===== config.mk =====
export PLATFORM = sky130hd
export DESIGN_NAME = pipe_ctrl
export DESIGN_NICKNAME = d
export VERILOG_FILES = /design/src/rtl/pipe_ctrl.sv
export SDC_FILE = /design/constraint.sdc
export NUM_CORES = 1
export LEC_CHECK = 0
export ABC_CLOCK_PERIOD_IN_PS = 4300
export CAP_MARGIN = 20
export CORE_MARGIN = 2
export CORE_UTILIZATION = 40
export DETAILED_ROUTE_END_ITERATION = 16
export PLACE_DENSITY = 0.77
export SLEW_MARGIN = 20
export SYNTH_ARGS = -nofsm -noshare
export SYNTH_HDL_FRONTEND = slang
export SYNTH_SLANG_ARGS = --single-unit

===== constraint.sdc =====
create_clock -name clk -period 4.3 [get_ports clk]
set_input_delay 0.43 -clock clk [delete_from_list [all_inputs] [get_ports clk]]
set_output_delay 0.43 -clock clk [all_outputs]
set_load 0.005 [all_outputs]

===== src/rtl/pipe_ctrl.sv =====
// Pipeline hazard controller: load-use stalls, multi-cycle Ex stalls and branch redirect flushes.
// Optional stall statistics counter is built when PIPE_CTRL_STAT_EN is defined.
module pipe_ctrl (
  input  logic        clk,
  input  logic        rst,
  input  logic        stallreq_id,
  input  logic        ex_start,
  input  logic [4:0]  ex_cycles,
  input  logic        branch_flag,
  input  logic [31:0] branch_target,
  output logic [5:0]  stall,
  output logic        flush,
  output logic [31:0] new_pc,
`ifdef PIPE_CTRL_STAT_EN
  output logic        busy,
  output logic [31:0] stall_cyc
`else
  output logic        busy
`endif
);

  typedef enum logic [1:0] {
    RUN     = 2'd0,
    EX_WAIT = 2'd1,
    FLUSH   = 2'd2
  } state_t;

  localparam logic [5:0] STALL_ID = 6'b000111;
  localparam logic [5:0] STALL_EX = 6'b001111;

  state_t      r_state;
  state_t      w_state_nxt;
  logic [4:0]  r_cnt;
  logic [4:0]  w_cnt_nxt;
  logic [5:0]  w_stall;
  logic [31:0] r_new_pc;

  // Valid/ready is not used here: every request is a level or one-cycle pulse
  // sampled on the rising edge, and branch_flag always wins over everything else.
  always_comb begin
    w_state_nxt = r_state;
    w_cnt_nxt   = r_cnt;
    w_stall     = 6'b000000;
    case (r_state)
      RUN: begin
        if (branch_flag) begin
          w_state_nxt = FLUSH;
          w_cnt_nxt   = 5'd0;
        end else if (ex_start && (ex_cycles != 5'd0)) begin
          w_stall = STALL_EX;
          if (ex_cycles >= 5'd2) begin
            w_state_nxt = EX_WAIT;
            w_cnt_nxt   = ex_cycles - 5'd1;
          end
        end else if (stallreq_id) begin
          w_stall = STALL_ID;
        end
      end
      EX_WAIT: begin
        w_stall = STALL_EX;
        if (branch_flag) begin
          w_state_nxt = FLUSH;
          w_cnt_nxt   = 5'd0;
        end else if (r_cnt <= 5'd1) begin
          w_state_nxt = RUN;
          w_cnt_nxt   = 5'd0;
        end else begin
          w_cnt_nxt = r_cnt - 5'd1;
        end
      end
      FLUSH: begin
        w_cnt_nxt   = 5'd0;
        w_state_nxt = branch_flag ? FLUSH : RUN;
      end
      default: begin
        w_state_nxt = RUN;
        w_cnt_nxt   = 5'd0;
      end
    endcase
    // Reset must silence the stall lines even before the first edge lands.
    if (rst) begin
      w_stall = 6'b000000;
    end
  end

  always_ff @(posedge clk) begin
    if (rst) begin
      r_state  <= RUN;
      r_cnt    <= 5'd0;
      r_new_pc <= 32'h0;
    end else begin
      r_state <= w_state_nxt;
      r_cnt   <= w_cnt_nxt;
      if (branch_flag) begin
        r_new_pc <= branch_target;
      end
    end
  end

  assign stall  = w_stall;
  assign flush  = (r_state == FLUSH);
  assign busy   = (r_state != RUN);
  assign new_pc = r_new_pc;

`ifdef PIPE_CTRL_STAT_EN
  logic [31:0] r_stall_cyc;

  always_ff @(posedge clk) begin
    if (rst) begin
      r_stall_cyc <= 32'h0;
    end else if (w_stall[0] && (r_stall_cyc != 32'hFFFF_FFFF)) begin
      r_stall_cyc <= r_stall_cyc + 32'd1;
    end
  end

  assign stall_cyc = r_stall_cyc;
`endif

endmodule


# After elaboration in Yosys (flattened, before gate mapping)
# Cells that the tools add are included.
dict set report totals {
  n_memories 0
  out_inout_bits 40
  word_cells 36
  mem_bits_ro 0
  ff_bits 39
  input_bits 42
  mem_bits_rw 0
  latch_bits 0
}
dict set report classes {
  div 0
  mux 18
  shifts 0
  n_bitwise 0
  n_addsub 2
  reduce_logical 6
  eq_ne 5
  order_cmp 2
  multipliers 0
}
# op n
set op_table {}
lappend op_table {{two-way mux 5 bit} 5}
lappend op_table {{two-way mux 2 bit} 6}
lappend op_table {{case mux 5 bit (2 select lines)} 1}
lappend op_table {{subtractor 5 x 1 -> 5 bit, second input constant} 2}
lappend op_table {{!= test 3 bit, second input constant} 3}
lappend op_table {{two-way mux 4 bit} 2}
lappend op_table {{case mux 4 bit (2 select lines)} 1}
lappend op_table {{two-way mux 6 bit} 1}
lappend op_table {{case mux 2 bit (3 select lines)} 1}
lappend op_table {{>= comparator 5 x 2 -> 1 bit, second input constant} 1}
lappend op_table {{less-or-equal comparator 5 x 1 -> 1 bit, second input constant} 1}
lappend op_table {{nonzero test 5 bit} 1}
lappend op_table {{two-way mux 3 bit} 1}
lappend op_table {{AND reduction 3 bit} 1}
lappend op_table {{== test 2 x 1 -> 1 bit, second input constant} 1}
lappend op_table {{== test 2 bit, second input constant} 1}
lappend op_table {{zero test 2 bit} 1}
lappend op_table {{AND reduction 2 bit} 1}
lappend op_table {{nonzero test 2 bit} 1}
lappend op_table {{logical AND 1 bit} 1}

# Longest topological paths before layout
# Gate-level depths: netlist of the first run.
dict set report depth {
  depth_word 6
  mapped_depth 7
  depth_no_buf 6
}

# Least setup slack after synthesis of the first run
# OpenSTA, ideal clock, no wires.
dict set report synth_path {
  path_type {input to output}
  start {input port ex_cycles[0]}
  end {output port stall[1]}
  required_ps 3870
  n_path_buf 1
  stages 7
  slack_ps 2225
  arrival_ps 1645
  cell_sequence {inv_1 ha_1 or4b_1 a31oi_1 nor2_1 a21o_1 buf_4}
}
dict set report synth_between {
  elab_chain_len 6
}
# item line
set synth_lines {}
lappend synth_lines {{from (decl)} 8} ;# input logic [4:0] ex_cycles,
lappend synth_lines {{nonzero test 5 bit} 49} ;# end else if (ex_start && (ex_cycles != 5'd0)) begin
lappend synth_lines {{logical AND 1 bit} 49}
lappend synth_lines {{two-way mux 4 bit} 49}
lappend synth_lines {{two-way mux 4 bit} 46} ;# if (branch_flag) begin
lappend synth_lines {{case mux 4 bit (2 select lines)} 44} ;# case (r_state)
lappend synth_lines {{two-way mux 6 bit} 81} ;# if (rst) begin
lappend synth_lines {{to (decl)} 11} ;# output logic [5:0] stall,
# Every way passes these cells.

# Worst setup path after layout of the first run
dict set report layout_path {
  start {input port ex_cycles[0]}
  end {output port stall[2]}
}
# The elaborated chain is that of the path after synthesis.

==> results of run 1 <==
-- per-layer routing --
layer / wire length [um] / up-vias
met5: 0 / -
met4: 14 / 0
met3: 389 / 2
met2: 1836 / 57
met1: 1873 / 705
li1: - / 784
-- final cells by class --
cell class	count	area share, %
clock buffers	5	2.506
clock inverters	3	1.595
inverters	9	1.230
multi-input cells	128	34.72
flip-flops and latches	39	28.43
well taps	52	2.369
repair buffers	81	29.16
-- synthesized netlist by cell type (2+ instances only) --
cell and count:
a21oi_1 3, buf_2 3, buf_4 4, clkbuf_1 3, dfxtp_1 39, ha_1 9
inv_1 9, mux2i_1 32, nand2_1 3, nor2_1 40, nor2b_1 2, o21a_1 2
o21ai_0 2, o21ai_1 3, o32a_1 2, xnor2_1 2
-- power groups by stage --
stage               Sequential [mW]  Clock (mW)  Combinational [mW]
floorplan                     0.405           0              0.0934
global placement              0.404           0               0.191
detailed placement            0.405           0               0.192
CTS                           0.397       0.320               0.194
global route                  0.399       0.329               0.210
finish                        0.396       0.304               0.192
-- worst reg2reg max path, stage by stage, from the launching register on --
cell and delay [ns]:
dfxtp_1 0.39, inv_1 0.08, ha_1 0.25, or2b_4 0.28
a211oi_2 0.06, or3_4 0.42, o21ai_1 0.14
-- through the flow --
| stage | util (%) | power [mW] | instances | setup slack (ns) |
|---|---|---|---|---|
| 2_1_floorplan | - | 0.4986 | 188 | 2.225 |
| 3_3_place_gp | 60.07 | 0.5953 | 309 | 1.434 |
| 3_5_place_dp | 60.07 | 0.5966 | 309 | 1.393 |
| 4_1_cts | 62.64 | 0.9105 | 317 | 1.383 |
| 5_1_grt | 62.64 | 0.9382 | 317 | 1.229 |
| 6_report | 62.64 | 0.8917 | 317 | 1.393 |
-- state kept, by name, indices dropped and copies added (netlist names) --
register,cells
new_pc,32
r_cnt,5
r_state,2
-- kinds of logic after synthesis --
group	count (synthesis)	share of synthesized area (%)
fa+ha+maj	9	6.123
other cells	1	0.2039
simple gates	55	13.81
compound gates	27	12.65
buf+inv	21	5.918
mux	32	17.42
flops	39	42.45
xor+xnor	3	1.429
-- cells in the final DEF, fill, tap and decap left out, types with 2 or more instances in the layout --
cell type        instances
a21oi_1                  3
buf_4                    2
clkbuf_8                 5
clkdlybuf4s50_1         78
conb_1                   2
dfxtp_1                 39
ha_1                     9
inv_1                    9
mux2i_1                 32
nand2_1                  3
nor2_1                  40
nor2b_1                  2
o21a_1                   2
o21ai_0                  2
o21ai_1                  3
o32a_1                   2
xnor2_1                  2
-- final timing paths --
| check | from | to | slack [ns] | depth (start not counted) |
|---|---|---|---|---|
| worst max register to register | r_state[0] | r_cnt[1] | 2.62 | 6 |
| worst max-delay path | ex_cycles[0] | stall[2] | 1.39 | 8 |
| worst min-delay path | r_cnt[1] | r_cnt[1] | 0.49 | 2 |
| worst min register to register | r_cnt[1] | r_cnt[1] | 0.49 | 2 |
==> metrics.cfg, run 1 <==
[run_status]
status = complete, no violations

[clock_network]
cts_root_buf = clkbuf_8
post_cts_resized = 0
cts_made_buffers = 5
hold_buffers = 0
htree_levels = 2
cts.sinks = 39
clock_latency_ns = 0.29
postCtsSetupBuffers = 0
cts_tree = built
clockBufferDepth = 2
clkTransAtPathRegs_ns = 0.08

[synthesis]
synth-seq-area-share_pct = 42.45
synthTopCellsByArea = dfxtp_1 (42%), mux2i_1 (17%), nor2_1 (8.2%), ha_1 (6.1%), inv_1 (1.8%)
syn_area_um2 = 1839
netlist_instances = 187
synth_top_cell_area_share_pct = 42.45
yosys_register_bits = 39
yosys_warnings = 0
ys_types = 45
synth_top_area_cell = dfxtp_1
ys_async_sr_fraction_pct = 0
syn_avg_cell_area_um2 = 9.836
synth-main-ff-cell = dfxtp_1
synth_enable_flop_cells = 0

[place]
place.gp.congestion = 0.8536
placed_area_um2 = 2634
detailed_place_hpwl_mm = 2.928
io_buffers = 79

[detailed_routing]
drt-initial-drc-count = 84
drt-total-wl_mm = 4.114
vias = 1548
ant_nets = 0
wl_per_cell_um = 12.98
drt-vias-per-instance = 4.883
first_pass_iters = 4
drc_errors = 0

[finish]
n_antenna_cell = 0
syn_to_final_growth_pct = 49.32
drive_above_1_share_pct = 7.925
fin_area_um2 = 2746
fillers = 398
multi_input_area_um2 = 953.4
num-nets-final = 315
regArea_um2 = 780.7

[power_and_ir_drop]
clkPwrFrac_pct = 34.1
p_int_uw = 671.4
netSwitchingPower_uw = 220.4
seq_power_share_pct = 44.4
leakagePower_nw = 1.144
switching_share_pct = 24.71
irDropWorstVdd_uv = 227.7
power_density_nw_per_um2 = 324.7
p_comb_share_pct = 21.5

[min_path]
hold_path_class = reg2reg

[floorplanning]
io_pins = 82
die_area_um2 = 5157
coreArea_um2 = 4384
die_y_um = 71.81
start_util_pct = 41.95
rows = 24
chipWidth_um = 71.81

[worst_setup_path]
worstPathRequired_ns = 3.87
cp_max_fo = 4
critPathBufInv = 3
cp_cell_sequence = clkdlybuf4s50_1 -> inv_1 -> ha_1 -> or4b_1 -> a31oi_1 -> nor2_1 -> a21o_1 -> clkdlybuf4s50_1
cp_top_family = buffers and inverters
endpoint_kind = primary output
cp_slowest_cell = clkdlybuf4s50_1
cp.arrival_ns = 2.48
critPathKind = in2out
critPathLaunchType = primary input
max_stage_delay_ns = 0.44
crit_top_cell = clkdlybuf4s50_1

[global_route]
global_route.usage.met3_pct = 7.314
grt_max_degree = 43
grt_use_met1_pct = 20.68
grt_pass1_vias = 1517
top_usage_layer = met2
grt_pass1_wl_mm = 6.672
met2_usage_pct = 25.62
antenna_found_initial = 0
grt.total_usage_pct = 16.48
grt_overflow = 0

[timing]
period_share_pct = 67.62
rsz0062_at_grt = no
max_slew.worst_pin.slew_ns = 0.5166
finalMaxSlewViolations = 0
setup_viol_count_final = 0
skew_ns = 0.001653
hold_viol = 0
fmax_mhz = 343.9
setup_tns_ns = 0
fin_crit_ns = 2.907
slew_headroom_pct = 65.56
worst_hold_slack_ns = 0.4870

[run]
maxCapViolCount = 0

Power figures use the tool's default switching activity.
==> run 2, diff against run 1 <==
- ABC_CLOCK_PERIOD_IN_PS: 4300 -> 3000
- clock period: 4.3 -> 3 ns (I/O delays scaled with it)
==> run 2 against run 1 <==
Effect of this change:
- worst setup slack got worse by 1.0 ns
- final area did not move
- sequential cell count did not move
- die area did not move
- highest routed layer unchanged
==> metrics.cfg, run 2 (same netlist as run 1, synthesis figures left out) <==
[power_and_ir_drop]
p_int_uw = 962.2
leakagePower_nw = 1.144
power_density_nw_per_um2 = 466.0
clkPwrFrac_pct = 34.2
p_comb_share_pct = 21.4
seq_power_share_pct = 44.4
p_total_mw = 1.280
netSwitchingPower_uw = 317.5
irDropWorstVdd_uv = 329.7
switching_share_pct = 24.81

[global_route]
top_usage_layer = met2
grt_pass1_wl_mm = 6.713
grt_max_degree = 41
grt_overflow = 0
global_route.usage.met3_pct = 7.454
grt_pass1_vias = 1531
met2_usage_pct = 26.03
grt_use_met1_pct = 19.77
antenna_found_initial = 0
grt.total_usage_pct = 16.43

[worst_setup_path]
critPathBufInv = 3
cp.arrival_ns = 2.33
endpoint_kind = primary output
cp_slowest_cell = clkdlybuf4s50_1
critPathLaunchType = primary input
cp-endpoint = stall[2]
critPathKind = in2out
max_stage_delay_ns = 0.46
cp_cell_sequence = clkdlybuf4s50_1 -> inv_1 -> ha_1 -> or4b_1 -> a31oi_1 -> nor2_1 -> a21o_1 -> clkdlybuf4s50_1
worstPathRequired_ns = 2.70
crit_top_cell = clkdlybuf4s50_1
r2r-start = r_state[0]
cp_max_fo = 4
rr_worst_depth = 6
r2r_end = r_cnt[1]
cp_top_family = buffers and inverters
r2r_slack_ns = 1.30
startpoint = ex_cycles[1]
cp.depth = 8

[floorplanning]
rows = 24
die_area_um2 = 5157
io_pins = 82
coreArea_um2 = 4384
die_y_um = 71.81
chipWidth_um = 71.81
start_util_pct = 41.95

[place]
detailed_place_hpwl_mm = 2.965
io_buffers = 79
place.gp.congestion = 0.8710

[detailed_routing]
vias = 1548
ant_nets = 0
first_pass_iters = 6
drt-vias-per-instance = 4.883
wl_per_cell_um = 12.95
drt-initial-drc-count = 75
drt-total-wl_mm = 4.106
drc_errors = 0

[clock_network]
cts.sinks = 39
post_cts_resized = 0
htree_levels = 2
hold_buffers = 0
cts_tree = built
cts_made_buffers = 5
clockBufferDepth = 2
clock_latency_ns = 0.28
cts_root_buf = clkbuf_8
clkTransAtPathRegs_ns = 0.08
postCtsSetupBuffers = 0

[timing]
fin_crit_ns = 2.628
setup_tns_ns = 0
hold_viol = 0
slew_headroom_pct = 63.17
rsz0062_at_grt = no
finalMaxSlewViolations = 0
setup_viol_count_final = 0
max_slew.worst_pin.slew_ns = 0.5524
period_share_pct = 87.61
worst_hold_slack_ns = 0.4800
fmax_mhz = 380.5
skew_ns = 0.001904

[finish]
syn_to_final_growth_pct = 49.32
num-nets-final = 315
drive_above_1_share_pct = 7.925
final_common_cell = clkdlybuf4s50_1
layout_common_cells = clkdlybuf4s50_1 (78), nor2_1 (40), dfxtp_1 (39)
n_antenna_cell = 0
fillers = 381
largest_reg_flops = 32

[min_path]
hold_path_class = reg2reg
hold_start = r_cnt[1]

[run_status]
status = complete, no violations

[run]
maxCapViolCount = 0

==> run 2: how the worst min path moves through the flow <==
stage               slack [ns]         end  cells after the start
floorplan                 0.45  new_pc[14]                      2
global placement          0.47    r_cnt[1]                      2
detailed placement        0.47    r_cnt[1]                      2
CTS                       0.48    r_cnt[1]                      2
global route              0.51    r_cnt[1]                      2
finish                    0.48    r_cnt[1]                      2
==> run 2: worst reg2reg max path, delay by kind of cell (launching register included) <==
family          cells  cell delay, ns
buf+inv             1            0.09
compound gates      2            0.21
fa+ha+maj           1            0.25
flops               1            0.39
simple gates        2            0.70
==> run 2: power by group through the flow <==
stage	Clock, mW	Sequential [mW]	Combinational [mW]
final	0.438	0.568	0.274
after global routing	0.472	0.572	0.300
after CTS	0.459	0.568	0.277
after detailed placement	0	0.580	0.276
after global placement	0	0.579	0.273
after floorplan	0	0.581	0.134
==> run 2: per-layer routing <==
layer,wire length (um),up-vias,part of all wire (%)
li1,-,787,-
met1,1839,706,45
met2,1913,53,47
met3,335,2,8.2
met4,17,0,0.41
met5,0,-,0
==> run 2: area by class of cell <==
type,count,area (um^2),share of cell area [%]
clock buffers,5,68.82,2.506
repair buffers,81,800.8,29.16
inverters,9,33.78,1.230
clock inverters,3,43.79,1.595
well taps,52,65.06,2.369
flip-flops and latches,39,780.7,28.43
multi-input cells,128,953.4,34.72
==> run 2: through the flow <==
step	cells	utilization [%]	instance area, um^2	setup WS [ns]
finish	317	62.64	2746	0.3718
global route	317	62.64	2746	0.2242
CTS	317	62.64	2746	0.3526
detailed placement	309	60.07	2634	0.3528
global placement	309	60.07	2634	0.4078
floorplan	188	-	1843	1.185
==> run 3, diff against run 2 <==
- CORE_UTILIZATION: 40 -> 41
- PLACE_DENSITY: 0.77 -> 0.79
- SKIP_CTS_REPAIR_TIMING: not set -> 1
==> run 3 against run 2 <==
Effect of this change:
- sequential cell count did not move
- final area fell by 1.1%
- die area fell by 2.3%
- utilization rose by 0.15 points
- register-to-register slack improved by 0.02 ns
- worst setup slack improved by 0.026 ns
- clock-buffer cell count rose by 2
- hold slack improved by 0.014 ns
- global-route usage rose by 0.47 points
- total power fell by 8.2%
- cell count did not move
- sequential power barely moved
- largest cell class unchanged
- highest routed layer unchanged
==> metrics.cfg, run 3 (same netlist as run 1, synthesis figures left out) <==
[worst_setup_path]
cp_slowest_cell = clkdlybuf4s50_1
cp_max_fo = 4
rr_worst_depth = 6
max_stage_delay_ns = 0.44
r2r_end = r_cnt[1]
r2r-start = r_state[0]
worstPathRequired_ns = 2.70
cp.arrival_ns = 2.30
cp_cell_sequence = clkdlybuf4s50_1 -> inv_1 -> ha_1 -> or4b_1 -> a31oi_1 -> nor2_1 -> a21o_1 -> clkdlybuf4s50_1
critPathLaunchType = primary input
r2r_slack_ns = 1.32
crit_top_cell = clkdlybuf4s50_1
endpoint_kind = primary output
critPathKind = in2out

[finish]
fillers = 391
num-nets-final = 315
n_antenna_cell = 0
final_common_cell = clkdlybuf4s50_1
multi_input_area_um2 = 953.4
regArea_um2 = 780.7
largest_reg_flops = 32
fin_area_um2 = 2715
layout_common_cells = clkdlybuf4s50_1 (78), nor2_1 (40), dfxtp_1 (39)
syn_to_final_growth_pct = 47.62
drive_above_1_share_pct = 7.170
stdcell_count = 317

[timing]
period_share_pct = 86.73
rsz0062_at_grt = no
skew_ns = 0.001984
slew_headroom_pct = 63.77
finalMaxSlewViolations = 0
fmax_mhz = 384.3
fin_crit_ns = 2.602
max_slew.worst_pin.slew_ns = 0.5435
setup_tns_ns = 0
hold_viol = 0
setup_viol_count_final = 0

[global_route]
grt_overflow = 0
antenna_found_initial = 0
grt_pass1_wl_mm = 6.996
grt.total_usage_pct = 16.90
grt_max_degree = 41
grt_pass1_vias = 1600

[floorplanning]
coreArea_um2 = 4324
chipWidth_um = 70.98
io_pins = 82
start_util_pct = 42.53
die_y_um = 70.98
die_area_um2 = 5037
rows = 24

[clock_network]
cts_tree = built
cts_root_buf = clkbuf_8
cts_made_buffers = 5
cts.sinks = 39
clockBufferDepth = 2
htree_levels = 2
clock_latency_ns = 0.28
clkTransAtPathRegs_ns = 0.08

[detailed_routing]
first_pass_iters = 4
ant_nets = 0
drt-initial-drc-count = 52
drt-vias-per-instance = 4.861
vias = 1541
drt-total-wl_mm = 3.986
drc_errors = 0
wl_per_cell_um = 12.57

[place]
detailed_place_hpwl_mm = 2.906
io_buffers = 79
place.gp.congestion = 0.9019
dp_cells = 309
placed_area_um2 = 2634

[power_and_ir_drop]
leakagePower_nw = 1.128
irDropWorstVdd_uv = 324.3
power_density_nw_per_um2 = 432.8

[min_path]
hold_end = r_cnt[1]
hold_start = r_cnt[1]
hold_path_class = reg2reg
min_path_cells = 2

[run_status]
status = complete, no violations

[run]
maxCapViolCount = 0

-- run 3: cell types whose count changed in the layout (fill, tap and decap cells not counted) --
| cell | before | now |
|---|---|---|
| clkinv_4 | 1 | 0 |
| bufinv_16 | 1 | 0 |
| clkbuf_1 | 0 | 2 |
-- run 3: critical path, delay by kind of cell --
kind            cells  cell delay, ns
compound gates      2            0.34
fa+ha+maj           1            0.17
simple gates        2            0.50
buf+inv             3            0.99
-- run 3: per-stage QoR --
step	hold slack, ns	power (mW)	util (%)	setup WS (ns)
after floorplan	0.4472	0.7146	-	1.185
after global routing	0.5236	1.247	62.79	0.2040
final	0.4938	1.175	62.79	0.3981
after CTS	0.4848	1.196	62.79	0.3702
after global placement	0.4658	0.8517	60.91	0.4063
after detailed placement	0.4740	0.8544	60.91	0.3753
-- run 3: layout make-up --
| class | count | area share [%] |
|---|---|---|
| Clock inverter | 1 | 0.1843 |
| Multi-Input combinational cell | 128 | 35.12 |
| Clock buffer | 7 | 2.811 |
| Tap cell | 52 | 2.396 |
| Timing Repair Buffer | 81 | 29.49 |
| Inverter | 9 | 1.244 |
| Sequential cell | 39 | 28.76 |
-- run 3: how the worst max path moves through the flow --
| stage | start | to | cells after the start |
|---|---|---|---|
| 2_1_floorplan | ex_cycles[0] | stall[1] | 7 |
| 3_3_place_gp | ex_cycles[0] | stall[0] | 8 |
| 3_5_place_dp | ex_cycles[0] | stall[2] | 8 |
| 4_1_cts | ex_cycles[0] | stall[2] | 8 |
| 5_1_grt | ex_cycles[1] | stall[2] | 8 |
| 6_report | ex_cycles[0] | stall[2] | 8 |
-- run 3: power breakdown --
part / internal (mW) / switching, mW / leakage, nW / total, mW
Combinational: 0.165 / 0.108 / 0.764 / 0.273
Clock: 0.163 / 0.171 / 0.0422 / 0.334
Sequential: 0.550 / 0.0182 / 0.322 / 0.568
-- run 3: layer usage --
metal / share of wire (%) / routed length, um / GRT usage [%] / up-vias
li1: - / - / - / 779
met1: 44 / 1762 / 20.43 / 707
met2: 46 / 1814 / 27.93 / 53
met3: 9.8 / 390 / 7.265 / 2
met4: 0.48 / 19 / 3.983 / 0
met5: 0 / 0 / 0 / -
